===== src/rtl/event_enc_pkg.sv =====
// Shared constants, code type and decoder relation for the event encoder.
package event_enc_pkg;

  localparam int CODE_W = 3;
  localparam int N_IN   = 8;

  typedef logic [CODE_W-1:0] code_t;

  // The 3-to-8 decoder relation; also used to form the clear mask of a loaded code.
  function automatic logic [N_IN-1:0] onehot_of(input code_t c);
    logic [N_IN-1:0] m;
    m    = '0;
    m[c] = 1'b1;
    return m;
  endfunction

endpackage


===== src/rtl/priority_eight_to_three.sv =====
// Combinational 8-to-3 priority encoder from two 4-to-2 halves; bit 7 highest.
module priority_eight_to_three (
  input  logic [7:0] vec,
  output logic [2:0] code,
  output logic       any
);

  // Returns {any, code[1:0]} for one half, bit 3 highest.
  function automatic logic [2:0] four_to_two(input logic [3:0] v);
    if (v[3])      return 3'b111;
    else if (v[2]) return 3'b110;
    else if (v[1]) return 3'b101;
    else if (v[0]) return 3'b100;
    else           return 3'b000;
  endfunction

  logic [2:0] upper;
  logic [2:0] lower;

  assign upper = four_to_two(vec[7:4]);
  assign lower = four_to_two(vec[3:0]);
  assign any   = upper[2] | lower[2];
  assign code  = upper[2] ? {1'b1, upper[1:0]} : {1'b0, lower[1:0]};

endmodule


===== src/rtl/eight_to_three_event_encoder.sv =====
// Collects event pulses as pending bits and emits one 3-bit code per event.
// Optional rotating priority: define EVENT_ENC_ROUND_ROBIN_EN.
module eight_to_three_event_encoder
  import event_enc_pkg::*;
#(
  parameter int CODE_W_P = event_enc_pkg::CODE_W,
  parameter int N_IN_P   = event_enc_pkg::N_IN
) (
  input  logic              clk,
  input  logic              rst,
  input  logic              enab,
  input  logic [N_IN_P-1:0] req,
  output logic [CODE_W_P-1:0] out,
  output logic              valid,
  input  logic              ready,
  output logic              collide,
  output logic [N_IN_P-1:0] pending
);

  if (N_IN_P != (1 << CODE_W_P) || N_IN_P != N_IN || CODE_W_P != CODE_W) begin : g_bad_param
    $error("eight_to_three_event_encoder: N_IN must equal 2**CODE_W (8 lines, 3-bit code)");
  end

  // Handshake: out/valid form a registered source; a code transfers at a rising
  // edge with valid & ready, and out/valid never change while valid & ~ready.
  logic [N_IN-1:0] pend_q;
  code_t           out_q;
  logic            valid_q;
  logic            collide_q;

  logic [N_IN-1:0] sel_vec;
  logic [2:0]      enc_code;
  logic            any;
  code_t           sel_code;
  logic            take;
  logic            load;
  logic [N_IN-1:0] clr;
  logic [N_IN-1:0] pend_next;
  logic            collide_next;

`ifdef EVENT_ENC_ROUND_ROBIN_EN
  code_t             ptr_q;
  logic [2*N_IN-1:0] dbl;

  // Rotate so the bit just below the last grant lands at position 7.
  assign dbl      = {pend_q, pend_q} >> ptr_q;
  assign sel_vec  = dbl[N_IN-1:0];
  assign sel_code = enc_code + ptr_q;
`else
  assign sel_vec  = pend_q;
  assign sel_code = enc_code;
`endif

  priority_eight_to_three u_prio (
    .vec  (sel_vec),
    .code (enc_code),
    .any  (any)
  );

  assign take         = ~valid_q | ready;
  assign load         = take & any;
  assign clr          = load ? onehot_of(sel_code) : '0;
  // A fresh request on the bit being cleared re-arms it rather than colliding.
  assign pend_next    = (pend_q & ~clr) | (enab ? req : '0);
  assign collide_next = enab & |(req & pend_q & ~clr);

  always_ff @(posedge clk) begin
    if (rst) begin
      pend_q    <= '0;
      out_q     <= '0;
      valid_q   <= 1'b0;
      collide_q <= 1'b0;
    end else begin
      pend_q    <= pend_next;
      collide_q <= collide_next;
      if (take) begin
        valid_q <= any;
        if (any) out_q <= sel_code;
      end
    end
  end

`ifdef EVENT_ENC_ROUND_ROBIN_EN
  always_ff @(posedge clk) begin
    if (rst)       ptr_q <= code_t'(N_IN - 1);
    else if (load) ptr_q <= sel_code;
  end
`endif

  assign out     = out_q;
  assign valid   = valid_q;
  assign collide = collide_q;
  assign pending = pend_q;

endmodule


===== config.mk =====
export PLATFORM = sky130hd
export DESIGN_NAME = eight_to_three_event_encoder
export DESIGN_NICKNAME = d
export VERILOG_FILES = /design/src/rtl/event_enc_pkg.sv /design/src/rtl/priority_eight_to_three.sv /design/src/rtl/eight_to_three_event_encoder.sv
export SDC_FILE = /design/constraint.sdc
export NUM_CORES = 1
export LEC_CHECK = 0
export CORE_ASPECT_RATIO = 1.25
export CORE_UTILIZATION = 31
export CTS_BUF_LIST = sky130_fd_sc_hd__clkbuf_4
export DETAILED_ROUTE_END_ITERATION = 6
export PLACE_DENSITY = 0.58
export REMOVE_ABC_BUFFERS = 1
export SYNTH_ARGS = -nofsm -noshare
export SYNTH_HDL_FRONTEND = slang
export SYNTH_SLANG_ARGS = --single-unit

===== constraint.sdc =====
create_clock -name clk -period 2.85 [get_ports clk]
set_clock_uncertainty 0.1 [all_clocks]
set_input_delay 0.57 -clock clk [delete_from_list [all_inputs] [get_ports clk]]
set_output_delay 0.57 -clock clk [all_outputs]
set_load 0.05 [all_outputs]

==> impl_metrics.py, run 1 <==
metrics = {
    "global_routing": {
        "antenna_found_initial": 0,
        "grt_pass1_vias": 618,
        "grt_max_degree": 14,
        "grt_first_pass_wirelength_um": 2820,
        "grt_usage_pct": 16.5,
        "grt_overflow": 0,
    },
    "setup_path": {
        "cp-startpoint": "pending[7]",
        "worst_setup_path_endpoint": "pending[7]",
        "rr_startpoint": "pending[7]",
        "crit_family": "buffers and inverters",
        "cpMaxStageDelayCell": "sky130_fd_sc_hd__clkdlybuf4s50_1",
        "cp_data_required_time_ns": 2.18,
        "timing.critical_path.cells": "clkdlybuf4s50_1",
        "cp-start-kind": "flop",
        "arrival_ns": 1.70,
        "reg2regPathDepth": 5,
        "cp_num_buf_inv": 1,
        "worst_path_largest_cell_delay_ns": 0.88,
        "timing.reg2reg.setup_slack_ns": 1.08,
        "crit_fanout": 11,
        "criticalPathCategory": "flop to output pin",
        "cp.depth": 1,
        "setup.worst_path.end_class": "output pin",
        "worstReg2RegEnd": "collide",
    },
    "synthesis": {
        "synth_cells": 78,
        "ys_types": 30,
        "synth_enable_flop_cells": 0,
        "mappedNetlistArea_um2": 648,
        "synth.yosys.warnings": 0,
        "postSynthRegisterBits": 13,
        "synthArstFlopShare_pct": 0,
        "post_synthesis_area_per_instance_um2": 8.31,
        "synth_seq_area_share_pct": 40.2,
        "ys_dominant_reg_cell": "sky130_fd_sc_hd__dfxtp_1",
    },
    "timing": {
        "finalSetupTns_ns": 0,
        "rsz_0062_raised_after_global_routing": "false",
        "part_of_the_cycle_the_worst_path_needs_pct": 83.3,
        "period_minus_slack_ns": 2.37,
        "hold_ws_ns": 0.402,
        "max_freq_mhz": 421,
        "worst_slew_margin_rel_pct": 66.6,
        "tightest_slew_ns": 0.500,
        "setup-violations-final": 0,
        "max_slew_violation_total_from_the_final_report": 0,
        "timing_hold_violations_final": 0,
    },
    "cts": {
        "post_cts_resize_count": 0,
        "clk-insertion-delay-late_ns": 0.27,
        "cts_buffers": 3,
        "cts_root_buf": "sky130_fd_sc_hd__clkbuf_4",
        "htreeDepth": 1,
        "cts_tree": "yes",
        "post-cts-setup-buffers": 0,
        "cts_hold_buffers": 0,
        "clkSlewWorstSetupHoldPaths_ns": 0.08,
        "ctsLongestPathBuffers": 2,
        "cts.sink_count": 13,
    },
    "worst_hold_path": {
        "hp-class": "flop to flop",
    },
    "drt": {
        "routed_via_density": 5.59,
        "dr.pass1.iters": 4,
        "wl_per_cell_um": 13.7,
        "postRouteWirelength_um": 1660,
        "vias": 676,
        "drt_iter0_markers": 29,
        "drt.antenna.violating_nets": 0,
        "route.detailed.drc": 0,
    },
    "die": {
        "floorplan.initialDensity_pct": 32.7,
        "floorplan.die.width_um": 42.9,
        "die_height_um": 53.1,
        "die-area_um2": 2280,
        "rows": 18,
        "ioPinCount": 25,
        "fp.coreArea_um2": 1980,
    },
    "pwr": {
        "irDropWorstVdd_v": 0.000323,
        "leakagePower_uw": 0.000334,
        "pwr_density_cell_nw_per_um2": 557,
    },
    "layout": {
        "most-common-layout-cells": "24 x sky130_fd_sc_hd__clkdlybuf4s50_1, 13 x sky130_fd_sc_hd__dfxtp_1, 9 x sky130_fd_sc_hd__nor2_1, 8 x sky130_fd_sc_hd__a21oi_1",
        "final_layout_size_suffix_gt1_share_pct": 8.91,
        "synthToLayoutAreaGrowth_pct": 41.9,
        "layoutNonFillerInstCount": 121,
        "finish.net_count": 114,
        "most_frequent_standard_cell_in_the_layout_excluding_fill_and_tap_cells": "sky130_fd_sc_hd__clkdlybuf4s50_1",
        "final_core_util_pct": 46.4,
        "antenna-diode-count": 0,
    },
    "flow_run": {
        "cap_violations": 0,
    },
    "placed_design": {
        "dp.cells": 117,
        "place.detailed.hpwl_um": 1150,
        "gpl.final_weighted_congestion": 0.804,
        "input_output_buffers": 24,
    },
    "status": {
        "status": "finished, final reports clean",
    },
}
## cell families after synthesis
kind of cell | share of synthesized area [%]
flip-flops | 40.2
AO/OA/AOI/OAI | 30.5
multiplexers | 1.54
AND/OR/NAND/NOR | 21.2
buffers and inverters | 6.56
## per-stage QoR
step	setup slack, ns	power [µW]	area [µm²]
2_1_floorplan	1.01	326	617
3_3_place_gp	0.597	392	890
3_5_place_dp	0.581	390	890
4_1_cts	0.481	517	920
5_1_grt	0.411	542	920
6_report	0.476	512	920
## cell type report
cell class | instances | area, µm²
fillers | 195 | 1060
multi-input cells | 56 | 345
flip-flops and latches | 13 | 260
repair buffers | 25 | 248
clock buffers | 4 | 30.0
well taps | 20 | 25.0
inverters | 3 | 11.3
## synthesized netlist by cell type, types with 2 or more instances
cell,n,area (µm²)
sky130_fd_sc_hd__a22oi_1,4,30.0
sky130_fd_sc_hd__dfxtp_1,13,260
sky130_fd_sc_hd__nand2b_1,3,18.8
sky130_fd_sc_hd__a21oi_1,8,40.0
sky130_fd_sc_hd__a22o_1,2,17.5
sky130_fd_sc_hd__o21ai_0,4,20.0
sky130_fd_sc_hd__a32oi_1,2,17.5
sky130_fd_sc_hd__nor2_1,9,33.8
sky130_fd_sc_hd__nand3_1,2,10.0
sky130_fd_sc_hd__nand2_1,4,15.0
sky130_fd_sc_hd__inv_1,3,11.3
sky130_fd_sc_hd__nor3_1,2,10.0
sky130_fd_sc_hd__clkbuf_1,4,15.0
sky130_fd_sc_hd__nor4_1,2,12.5
## where the power goes
part	internal, µW	switching (µW)
clock	63.7	60.8
sequential	197	17.6
combinational	70.1	103
## sequential cells by signal, summed over array words and instances (netlist names)
signal,cells
collide,1
out,3
pending,8
valid,1
## worst min path at each step
stage / from / to / slack [ns] / cells past startpoint
2_1_floorplan: rst / pending[1] / 0.54 / 1
3_3_place_gp: out[0] / out[0] / 0.39 / 2
3_5_place_dp: out[0] / out[0] / 0.38 / 2
4_1_cts: out[0] / out[0] / 0.41 / 2
5_1_grt: out[0] / out[0] / 0.46 / 2
6_report: out[0] / out[0] / 0.40 / 2
## layer usage
| layer | track usage, % | up-vias | wire (µm) |
|---|---|---|---|
| li1 | - | 339 | - |
| met3 | 3.07 | 2 | 92 |
| met2 | 27.8 | 23 | 790 |
| met1 | 20.1 | 312 | 759 |
| met5 | 0 | - | 0 |
| met4 | 7.81 | 0 | 14 |
Power figures use the tool's default switching activity.
==> inputs of run 2 (changes only) <==
clock period = 2.2 ns   (was 2.85 ns; I/O delays follow)
==> impl_metrics.py, run 2 (synthesized netlist as in run 1, its figures left out) <==
metrics = {
    "status": {
        "status": "finished, final reports clean",
    },
    "setup_path": {
        "crit_family": "buffers and inverters",
        "rr_startpoint": "pending[7]",
        "crit_fanout": 6,
        "reg2regPathDepth": 5,
        "setup.worst_path.end_class": "output pin",
        "cp-start-kind": "flop",
        "timing.reg2reg.setup_slack_ns": 0.38,
        "cpMaxStageDelayCell": "sky130_fd_sc_hd__clkdlybuf4s50_1",
        "cp_num_buf_inv": 1,
        "cp_data_required_time_ns": 1.66,
        "worst_path_largest_cell_delay_ns": 0.84,
        "cp.depth": 1,
        "criticalPathCategory": "flop to output pin",
        "timing.critical_path.cells": "clkdlybuf4s50_1",
        "arrival_ns": 1.57,
        "worstReg2RegEnd": "collide",
    },
    "cts": {
        "post_cts_resize_count": 0,
        "cts.sink_count": 13,
        "cts_hold_buffers": 0,
        "htreeDepth": 1,
        "cts_root_buf": "sky130_fd_sc_hd__clkbuf_4",
        "clk-insertion-delay-late_ns": 0.28,
        "post-cts-setup-buffers": 0,
        "cts_tree": "yes",
        "cts_buffers": 3,
        "ctsLongestPathBuffers": 2,
        "clkSlewWorstSetupHoldPaths_ns": 0.08,
    },
    "layout": {
        "most_frequent_standard_cell_in_the_layout_excluding_fill_and_tap_cells": "sky130_fd_sc_hd__clkdlybuf4s50_1",
        "layoutNonFillerInstCount": 121,
        "final_layout_size_suffix_gt1_share_pct": 11.9,
        "most-common-layout-cells": "19 x sky130_fd_sc_hd__clkdlybuf4s50_1, 13 x sky130_fd_sc_hd__dfxtp_1, 9 x sky130_fd_sc_hd__nor2_1, 8 x sky130_fd_sc_hd__a21oi_1",
        "synthToLayoutAreaGrowth_pct": 41.5,
        "antenna-diode-count": 0,
        "finish.net_count": 114,
        "max_ffs_per_register": 8,
    },
    "global_routing": {
        "grt_max_degree": 14,
        "grt_first_pass_wirelength_um": 2990,
        "grt_overflow": 0,
        "grt_usage_pct": 17.6,
        "grt_pass1_vias": 662,
        "antenna_found_initial": 0,
    },
    "timing": {
        "rsz_0062_raised_after_global_routing": "false",
        "tightest_slew_ns": 0.505,
        "max_freq_mhz": 474,
        "timing_hold_violations_final": 0,
        "worst_slew_margin_rel_pct": 66.0,
        "period_minus_slack_ns": 2.11,
        "finalSetupTns_ns": 0,
        "max_slew_violation_total_from_the_final_report": 0,
        "setup-violations-final": 0,
        "part_of_the_cycle_the_worst_path_needs_pct": 95.8,
    },
    "pwr": {
        "pwr_density_cell_nw_per_um2": 727,
        "leakagePower_uw": 0.000371,
        "irDropWorstVdd_v": 0.000368,
    },
    "drt": {
        "postRouteWirelength_um": 1700,
        "dr.pass1.iters": 4,
        "drt_iter0_markers": 19,
        "drt.antenna.violating_nets": 0,
        "route.detailed.drc": 0,
        "routed_via_density": 5.74,
        "vias": 694,
        "wl_per_cell_um": 14.1,
    },
    "placed_design": {
        "place.detailed.hpwl_um": 1220,
        "dp.cells": 117,
        "input_output_buffers": 24,
        "gpl.final_weighted_congestion": 0.771,
    },
    "worst_hold_path": {
        "hp-class": "flop to flop",
        "min_delay_worst_endpoint": "out[0]",
        "hold_depth": 2,
        "hold_path_startpoint": "out[0]",
    },
    "die": {
        "die_height_um": 53.1,
        "floorplan.die.width_um": 42.9,
        "ioPinCount": 25,
        "floorplan.initialDensity_pct": 32.7,
        "rows": 18,
        "fp.coreArea_um2": 1980,
        "die-area_um2": 2280,
    },
    "flow_run": {
        "cap_violations": 0,
    },
}
run 2: cell count changes in the layout (fill, tap and decap cells not counted), sizes merged:
cell / previous run / this run
dlymetal6s2s: 0 / 2
clkdlybuf4s50: 24 / 19
buf: 1 / 4
run 2: where the power goes:
part | switching [µW] | internal [µW] | total, µW
sequential | 23.2 | 255 | 278
clock | 82.9 | 82.8 | 166
combinational | 133 | 89.4 | 222
total | 239 | 427 | 666
run 2: layer usage:
| layer | track usage [%] | share of wire [%] |
|---|---|---|
| met5 | 0 | 0 |
| met4 | 9.38 | 2.5 |
| met3 | 2.39 | 4.8 |
| met2 | 29.5 | 48 |
| met1 | 21.4 | 44 |
run 2: how the worst max path moves through the flow:
stage	endpoint	start	slack (ns)
global route	pending[4]	pending[4]	0.04
detailed placement	collide	ready	0.17
global placement	collide	ready	0.18
CTS	pending[3]	pending[3]	0.03
finish	pending[4]	pending[4]	0.09
floorplan	collide	valid	0.36
run 2: worst reg2reg max path: cells and delay by family (launching register included):
kind | cells | cell delay (ns)
and+or+nand+nor | 2 | 0.70
AOI/OAI and AO/OA | 3 | 0.48
DFF | 1 | 0.42
run 2: final cells by class:
| cell class | instances | area, µm² |
|---|---|---|
| clock buffer | 4 | 30.0 |
| fill | 205 | 1060 |
| inverter | 3 | 11.3 |
| multi-input combinational | 56 | 345 |
| sequential | 13 | 260 |
| tap | 20 | 25.0 |
| timing repair buffer | 25 | 245 |
run 2: per-stage QoR:
step | instance area, µm² | hold slack, ns | total power [µW] | utilization [%] | setup slack [ns]
after floorplan | 617 | 0.409 | 422 | - | 0.362
after global placement | 882 | 0.382 | 506 | 44.5 | 0.181
after detailed placement | 882 | 0.389 | 506 | 44.5 | 0.166
after CTS | 912 | 0.412 | 671 | 46.0 | 0.0324
after global routing | 917 | 0.443 | 700 | 46.3 | 0.0381
final | 917 | 0.406 | 666 | 46.3 | 0.0917
